### src/rtl/consumidor_contador.sv
// consumidor_contador: drains the D0/D1 FIFOs with round-robin arbitration, forwards popped words
// and keeps per-destination word counts readable through an idle-gated query port.
module consumidor_contador #(
  parameter int BW = 6,
  parameter int CW = 5
) (
  input  logic          clk,
  input  logic          reset_L,
  input  logic          D0_empty,
  input  logic          D1_empty,
  input  logic [BW-1:0] D0_data_out,
  input  logic [BW-1:0] D1_data_out,
  input  logic          idle,
  input  logic          req,
  input  logic [1:0]    idx,
  output logic          D0_rd,
  output logic          D1_rd,
  output logic [BW-1:0] word_out,
  output logic          word_dest,
  output logic          word_valid,
  output logic [CW-1:0] data_cnt,
  output logic          valid
);
  typedef enum logic {S_RUN, S_QUERY} state_t;
  state_t state_q, state_d;
  logic last_q, word_dest_q, word_valid_q, valid_q;
  logic [BW-1:0] word_out_q;
  logic [CW-1:0] cnt0_q, cnt1_q, data_cnt_q, sum, sel;
  logic run;
  assign run   = reset_L && state_q == S_RUN;
  assign D0_rd = run && !D0_empty && (D1_empty || last_q);
  assign D1_rd = run && !D1_empty && (D0_empty || !last_q);
  assign sum   = cnt0_q + cnt1_q;
  always_comb begin
    state_d = state_q == S_RUN ? ((idle && req) ? S_QUERY : S_RUN) : (req ? S_QUERY : S_RUN);
    sel = idx == 2'd0 ? cnt0_q : idx == 2'd1 ? cnt1_q : idx == 2'd2 ? sum : '0;
  end
  // Popped word is sampled on the pop edge, so a pop in the last S_RUN cycle lands before the query.
  always_ff @(posedge clk or negedge reset_L) begin
    if (!reset_L) begin
      state_q      <= S_RUN;
      last_q       <= 1'b1;
      cnt0_q       <= '0;
      cnt1_q       <= '0;
      word_out_q   <= '0;
      word_dest_q  <= 1'b0;
      word_valid_q <= 1'b0;
      data_cnt_q   <= '0;
      valid_q      <= 1'b0;
    end else begin
      state_q      <= state_d;
      word_valid_q <= D0_rd || D1_rd;
      valid_q      <= state_q == S_QUERY;
      data_cnt_q   <= state_q == S_QUERY ? sel : '0;
      if (D0_rd || D1_rd) begin
        word_out_q  <= D1_rd ? D1_data_out : D0_data_out;
        word_dest_q <= D1_rd;
        last_q      <= D1_rd;
      end
      if (D0_rd) cnt0_q <= cnt0_q + 1'b1;
      if (D1_rd) cnt1_q <= cnt1_q + 1'b1;
    end
  end
  assign word_out   = word_out_q;
  assign word_dest  = word_dest_q;
  assign word_valid = word_valid_q;
  assign data_cnt   = data_cnt_q;
  assign valid      = valid_q;
endmodule
### config.mk
export PLATFORM = sky130hd
export DESIGN_NAME = consumidor_contador
export DESIGN_NICKNAME = d
export VERILOG_FILES = /design/src/rtl/consumidor_contador.sv
export SDC_FILE = /design/constraint.sdc
export NUM_CORES = 1
export LEC_CHECK = 0
export CAP_MARGIN = 20
export CORE_ASPECT_RATIO = 0.7
export CORE_UTILIZATION = 25
export DETAILED_ROUTE_END_ITERATION = 8
export GPL_TIMING_DRIVEN = 0
export SYNTH_ARGS = -nofsm -noshare
export SYNTH_HDL_FRONTEND = slang
export SYNTH_SLANG_ARGS = --single-unit
### constraint.sdc
create_clock -name clk -period 4.05 [get_ports clk]
set_input_delay 1.0125 -clock clk [delete_from_list [all_inputs] [get_ports clk]]
set_output_delay 1.0125 -clock clk [all_outputs]
set_load 0.05 [all_outputs]
* After elaboration in Yosys (flattened, before gate mapping)
Cells that the tools add are included.
** Storage, ports and cells
- Word-level logic and storage cells :: 36
- Input port bits :: 20
- Flip-flop bits (word level) :: 26
- Output and inout bits :: 16
** Operators by class
- Reductions and logical operators :: 13
- $add $sub $neg :: 3
- Equality and inequality tests :: 2
- Mux-type cells :: 8
- Bitwise gates (word level) :: 1
** Operator list (number)
- $mux 5 :: 4
- $add 5x1->5 const B :: 2
- $logic_and 1x1->1 :: 6
- $mux 6 :: 1
- $add 5x5->5 :: 1
- $logic_not 1->1 :: 3
- $logic_or 1x1->1 :: 3
- $mux 1 :: 3
- $eq 2x1->1 const B :: 1
- $eq 2x2->1 const B :: 1
- $logic_not 2->1 :: 1
- $not 1->1 :: 1

* Longest topological paths before layout
Gate-level depths: netlist of the first run.
- Word-level depth :: 5
- Mapped depth :: 7
- Gate-level depth less buffers :: 7

* Least setup slack after synthesis of the first run
OpenSTA, ideal clock, no wires.
- Kind :: input to output
- From :: input port reset_L
- To :: output port D1_rd
- Path slack :: 1.315 ns
- Stages :: 4
- Buffers on the path :: 1
- Data required time :: 3.038 ns
- Arrival time :: 1.723 ns
- Path through :: nand2b_4 > or3_4 > inv_2 > buf_6
** Between the ends
- Longest elaborated chain between the ends :: 3
** Ends and longest elaborated chain
- start: declaration :: line 8 : input logic reset_L,
- $logic_and 1x1->1 :: line 30 : assign run = reset_L && state_q == S_RUN;
- $logic_and 1x1->1 (2 in a row) :: line 32 : assign D1_rd = run && !D1_empty && (D0_empty || !last_q);
- end: declaration :: line 17 : output logic D1_rd,
Every way passes these cells.

* Worst setup path after layout of the first run
Same ends and word-level chain as after synthesis.

==> flow_summary_export.csv, run 1 <==
group,metric,value,unit
sta,fin_crit_sh,96.24,%
grt,grt_pass1_vias,955,
placement,finalWeightedCongestion,0.7736,
grt,grt_pass1_wl,4491,µm
drt,drc,0,
critical_path,crit_fanout,18,
drt,finalWirelength,2597,µm
synth,synth_top_flop_cell,"dfrtp_1",
synth,synth_top_cell_by_area,"dfrtp_1",
clocking,htreeDepth,1,
sta,rsz0062_at_grt,"no",
drt,dr.pass1.iters,4,
floorplan,core.rowCount,21,
sta,tightest_slew,0.5055,ns
placement,post-place-cells,226,
floorplan,start_util,26.95,%
floorplan,fp.dieH,63.06,µm
synth,synth_top_area_share,46.99,%
clocking,cts_hold_buffers,0,
critical_path,cp-start-kind,"input pin",
cells_and_area,seq_area,651.9,µm²
run_status,outcome,"completed",
synth,syn_nets,149,
placement,portBuffers,34,
synth,yosysSeqAreaShare,48.97,%
floorplan,die-area,5626,µm²
sta,min_period,3.898,ns
floorplan,core-area,4940,µm²
sta,final.setup_skew,0.003081,ns
critical_path,critPathKind,"input pin to output port",
placement,pre_cts_slack,-0.6606,ns
synth,synth-edff-count,0,
clocking,clk_latency,0.27,ns
power_and_ir_drop,cellPowerDensity,602.1,nW/µm²
synth,synthArstFlopShare,100.0,%
sta,slew_violations,0,
grt,antenna_found_initial,0,
sta,setup_viol,0,
synth,synth_seq_cells,26,
placement,dpl_cell_area,1785,µm²
synth,synth.area.top_cells,"dfrtp_1, mux2i_1, ha_1, xnor2_1, o21ai_0",
clocking,path_clk_slew,0.09,ns
cells_and_area,fin_area,1856,µm²
sta,worst_hold_slack,0.5216,ns
drt,viasPerCell,4.230,
clocking,cts_buffers,3,
drt,routedWlPerCell,11.29,µm
critical_path,crit_arrival,2.89,ns
job,timing.max_cap.violations,0,
synth,synth_warnings,0,
sta,fin_ws,0.1522,ns
critical_path,cp.required,3.04,ns
drt,antenna_left,0,
grt,grt_max_degree,19,
floorplan,die_x,89.22,µm
critical_path,endpoint_kind,"output port",
clocking,cts_tree,"built",
sta,tns,0,ns
synth,avgSynthCellArea,10.91,µm²
synth,synth_commonest_cells,"dfrtp_1, nand2_1, mux2i_1, o21ai_0",
drt,drt_iter0_drc,33,
drt,dr_total_vias,973,
sta,slew_headroom,66.20,%
cells_and_area,area_growth_syn_to_layout,39.38,%
power_and_ir_drop,vdd_drop_max,0.1783,mV
cells_and_area,drive_above_1_share,9.317,%
placement,hpwl,2077,µm
synth,ys_types,35,
sta,hold_violations,0,
cells_and_area,final_cells,230,
power_and_ir_drop,power.leakage,0.7859,nW
synth,yosysMostFrequentCell,"dfrtp_1",
floorplan,ioPinCount,36,
clocking,cts_buffer_depth,2,
clocking,tritoncts_num_sinks,26,
synth,syn_area,1331,µm²
grt,grt_use_total,10.59,%
cells_and_area,multi_input_area,623.1,µm²
worst_hold_path,worstHoldPathType,"flip-flop to flip-flop",
cells_and_area,insertedDiodeCount,0,
synth,postSynthCellCount,122,
clocking,cts_root_buf,"clkbuf_8",
sta,timing.fmax,256.6,MHz
cells_and_area,finalNetCount,189,
grt,grt_remaining_overflow,0,
cells_and_area,fill_cells,501,
## worst max-delay path: stages
cell and delay, ns:
clkdlybuf4s15_2 0.38, buf_16 0.20, nand2b_4 0.08, or3_4 0.35, inv_2 0.15, buf_6 0.16, dlygate4sd2_1 0.53
## per-layer routing
layer  up-vias  part of all wire, %  track usage (%)  wire (µm)
met2        33                   38            14.60        980
met3         2                  7.8            4.194        203
met1       435                   54            15.66       1402
li1        503                    -                -          -
met5         -                    0                0          0
met4         0                 0.42            1.786         11
## power by group
part / leakage (nW) / internal [mW] / switching [mW] / total (mW)
clock: 0.0357 / 0.132 / 0.0814 / 0.214
combinational: 0.424 / 0.212 / 0.265 / 0.477
sequential: 0.327 / 0.339 / 0.0870 / 0.426
## timing repair
| item | CTS | global route |
|---|---|---|
| setup buffers | 0 | 0 |
| resized for setup | 5 | 0 |
| setup endpoints to repair | 2 | 0 |
## state kept, by name, summed over array words and instances (netlist names)
| register | count |
|---|---|
| data_cnt | 5 |
| state_q | 1 |
| valid | 1 |
| word_valid | 1 |
| word_dest | 1 |
| cnt1_q | 5 |
| word_out | 6 |
| cnt0_q | 5 |
| last_q | 1 |
## cells in the final DEF (no fill, tap or decap), types with 2 or more instances in the layout
cell type and instances:
o21ai_0 9, dlygate4sd2_1 2, mux2i_1 10, o22ai_1 2, dfrtp_1 25, clkbuf_8 3, xnor2_1 7, nor2b_1 5
a21oi_1 5, clkdlybuf4s50_1 31, buf_6 2, ha_1 6, nand4_1 5, inv_1 7, nand2_1 11, o21ai_1 2
nor2_1 5
## final timing paths
| kind | end | startpoint | cells after the start | slack (ns) |
|---|---|---|---|---|
| worst max-delay path | D1_rd | reset_L | 7 | 0.15 |
| worst min-delay path | last_q | last_q | 2 | 0.52 |
| worst max register to register | data_cnt[4] | cnt1_q[0] | 7 | 2.09 |
| worst min register to register | last_q | last_q | 2 | 0.52 |
| max in group asynchronous | last_q | reset_L | 2 | 2.86 |
| min in group asynchronous | data_cnt[4] | reset_L | 1 | 0.71 |
## logic make-up after synthesis
family	count (synthesis)	synth area share, %
mux	11	8.365
compound gates	25	11.09
simple gates	34	14.95
flops	26	48.97
xor+xnor	8	5.263
fa+ha+maj	7	7.143
buf+inv	11	4.229
## cell type report
type,instances,area share (%)
repair buffers,35,19.76
plain buffers,3,1.416
flip-flops and latches,26,35.13
clock inverters,1,1.618
inverters,8,1.618
clock buffers,3,2.225
well taps,69,4.653
multi-input cells,85,33.58
## through the flow
stage	total power [mW]	util [%]
global route	1.199	37.56
floorplan	0.7484	-
global placement	0.9067	35.59
CTS	1.128	37.56
detailed placement	0.9085	36.14
finish	1.117	37.56
Power figures use the tool's default switching activity.
==> run 2, diff against run 1 <==
CORE_UTILIZATION = 43   (was 25)
PLACE_DENSITY = 0.75   (was not set)
SLEW_MARGIN = 25   (was not set)
clock period = 3.38 ns   (was 4.05 ns; I/O delays follow)
==> run 2 against run 1 <==
Against the previous run:
- combinational power increased by 19%
- first-iteration DRC count grew 36%
- clock-buffer cell count up 1
- register-to-register slack worse by 0.73 ns
- sequential power rose by 20%
- die area down 41%
- worst setup slack worse by 0.071 ns
- largest cell class unchanged
==> flow_summary_export.csv, run 2 (same netlist as run 1, synthesis figures left out) <==
group,metric,value,unit
sta,min_period,3.299,ns
sta,final.setup_skew,0.003634,ns
power_and_ir_drop,p_total,1.281,mW
placement,hpwl,1993,µm
drt,dr.pass1.iters,3,
sta,hold_violations,0,
cells_and_area,layout_commonest_cell,"clkdlybuf4s50_1",
cells_and_area,largest_reg_flops,6,
drt,drc,0,
run_status,outcome,"completed",
critical_path,rr_worst_depth,7,
cells_and_area,fin_util,61.45,%
grt,antenna_found_initial,0,
critical_path,r2r-end,"data_cnt[4]",
clocking,path_clk_slew,0.09,ns
sta,worst_hold_slack,0.4706,ns
grt,grt_pass1_wl,4478,µm
power_and_ir_drop,power_frac_seq,40.0,%
clocking,cts_tree,"built",
floorplan,core-area,2863,µm²
drt,antenna_left,0,
floorplan,core.rowCount,16,
job,timing.max_cap.violations,0,
placement,portBuffers,34,
clocking,cts_buffers,3,
floorplan,ioPinCount,36,
sta,slew_headroom,65.92,%
cells_and_area,drive_above_1_share,10.00,%
cells_and_area,finalNetCount,188,
power_and_ir_drop,power.leakage,0.7610,nW
critical_path,worst-path-buf-inv,4,
critical_path,crit_fanout,10,
drt,viasPerCell,5.122,
clocking,cts_buffer_depth,2,
clocking,clk_latency,0.27,ns
grt,grt_pass1_vias,1029,
power_and_ir_drop,p_int,0.7594,mW
drt,routedWlPerCell,13.56,µm
sta,slew_violations,0,
sta,timing.fmax,303.1,MHz
power_and_ir_drop,vdd_drop_max,0.3621,mV
critical_path,regToRegSetupSlack,1.36,ns
critical_path,cp.required,2.53,ns
critical_path,endpoint_kind,"output port",
cells_and_area,mostFrequentLayoutCells,"clkdlybuf4s50_1, dfrtp_1, nand2_1",
critical_path,critPathKind,"input pin to output port",
floorplan,die_x,68.51,µm
grt,grt_use_total,18.24,%
cells_and_area,area_growth_syn_to_layout,32.14,%
floorplan,fp.dieH,48.56,µm
critical_path,cp-start-kind,"input pin",
power_and_ir_drop,cellPowerDensity,728.5,nW/µm²
floorplan,die-area,3326,µm²
critical_path,cpPeakStageDelay,0.57,ns
critical_path,cp_cell_sequence,"clkdlybuf4s50_1 -> nor2b_1 -> or3_4 -> inv_2 -> buf_6 -> buf_2",
drt,finalWirelength,2657,µm
power_and_ir_drop,power.switching,0.5221,mW
clocking,htreeDepth,1,
grt,grt_max_degree,28,
critical_path,cp_slowest_cell,"clkdlybuf4s50_1",
sta,rsz0062_at_grt,"no",
sta,setup_viol,0,
clocking,post-cts-setup-buffer-count,0,
power_and_ir_drop,swShare,40.74,%
worst_hold_path,worstHoldPathType,"input pin to asynchronous set/reset pin",
clocking,cts_root_buf,"clkbuf_8",
drt,dr_total_vias,1004,
sta,tightest_slew,0.5097,ns
clocking,tritoncts_num_sinks,26,
critical_path,cp_num_cells,6,
floorplan,start_util,46.50,%
critical_path,critical_path.top_delay_family,"buffers and inverters",
drt,drt_iter0_drc,45,
placement,finalWeightedCongestion,0.7807,
power_and_ir_drop,comb_power_share,44.1,%
grt,grt_remaining_overflow,0,
sta,fin_crit_sh,97.61,%
critical_path,r2r-start,"cnt1_q[0]",
power_and_ir_drop,clockPowerShare,15.8,%
cells_and_area,insertedDiodeCount,0,
critical_path,crit_arrival,2.45,ns
-- run 2: how the worst max path moves through the flow --
stage                       end  slack [ns]  startpoint
after floorplan           D1_rd        0.98     reset_L
after global placement    D1_rd       -1.32     reset_L
after detailed placement  D1_rd       -0.49     reset_L
after CTS                 D0_rd        0.01    D1_empty
after global routing      D1_rd        0.01    D0_empty
final                     D1_rd        0.08    D0_empty
-- run 2: power groups by stage --
stage | Clock, mW | Sequential [mW] | Combinational, mW
after CTS | 0.211 | 0.513 | 0.569
after floorplan | 0 | 0.617 | 0.279
final | 0.203 | 0.513 | 0.566
after detailed placement | 0 | 0.518 | 0.566
after global placement | 0 | 0.511 | 0.550
after global routing | 0.221 | 0.532 | 0.623
-- run 2: repair_timing --
item / in CTS / in global routing
hold buffers: 0 / 0
hold endpoints to repair: 0 / 0
gates resized for setup: 7 / 2
setup endpoints to repair: 2 / 1
-- run 2: layout make-up --
cell class	instances	area [µm²]
plain buffers	3	26.28
clock buffers	4	55.05
fillers	235	1104
inverters	8	30.03
multi-input cells	85	623.1
flip-flops and latches	26	651.9
well taps	36	45.04
repair buffers	34	327.8
-- run 2: per-layer routing --
metal  vias to the layer above  track usage (%)  wire (µm)
met5                         -                0          0
li1                        502                -          -
met2                        31            29.58       1206
met4                         0            5.208         27
met3                         5            5.189        136
met1                       466            23.37       1287
-- run 2: through the flow --
step	std cells	setup slack [ns]	cell area (µm²)	TNS [ns]
finish	196	0.08088	1759	0
global route	196	0.01122	1759	0
CTS	196	0.01099	1763	0
detailed placement	192	-0.4927	1712	-0.8850
global placement	192	-1.316	1717	-2.522
floorplan	122	0.9799	1331	0
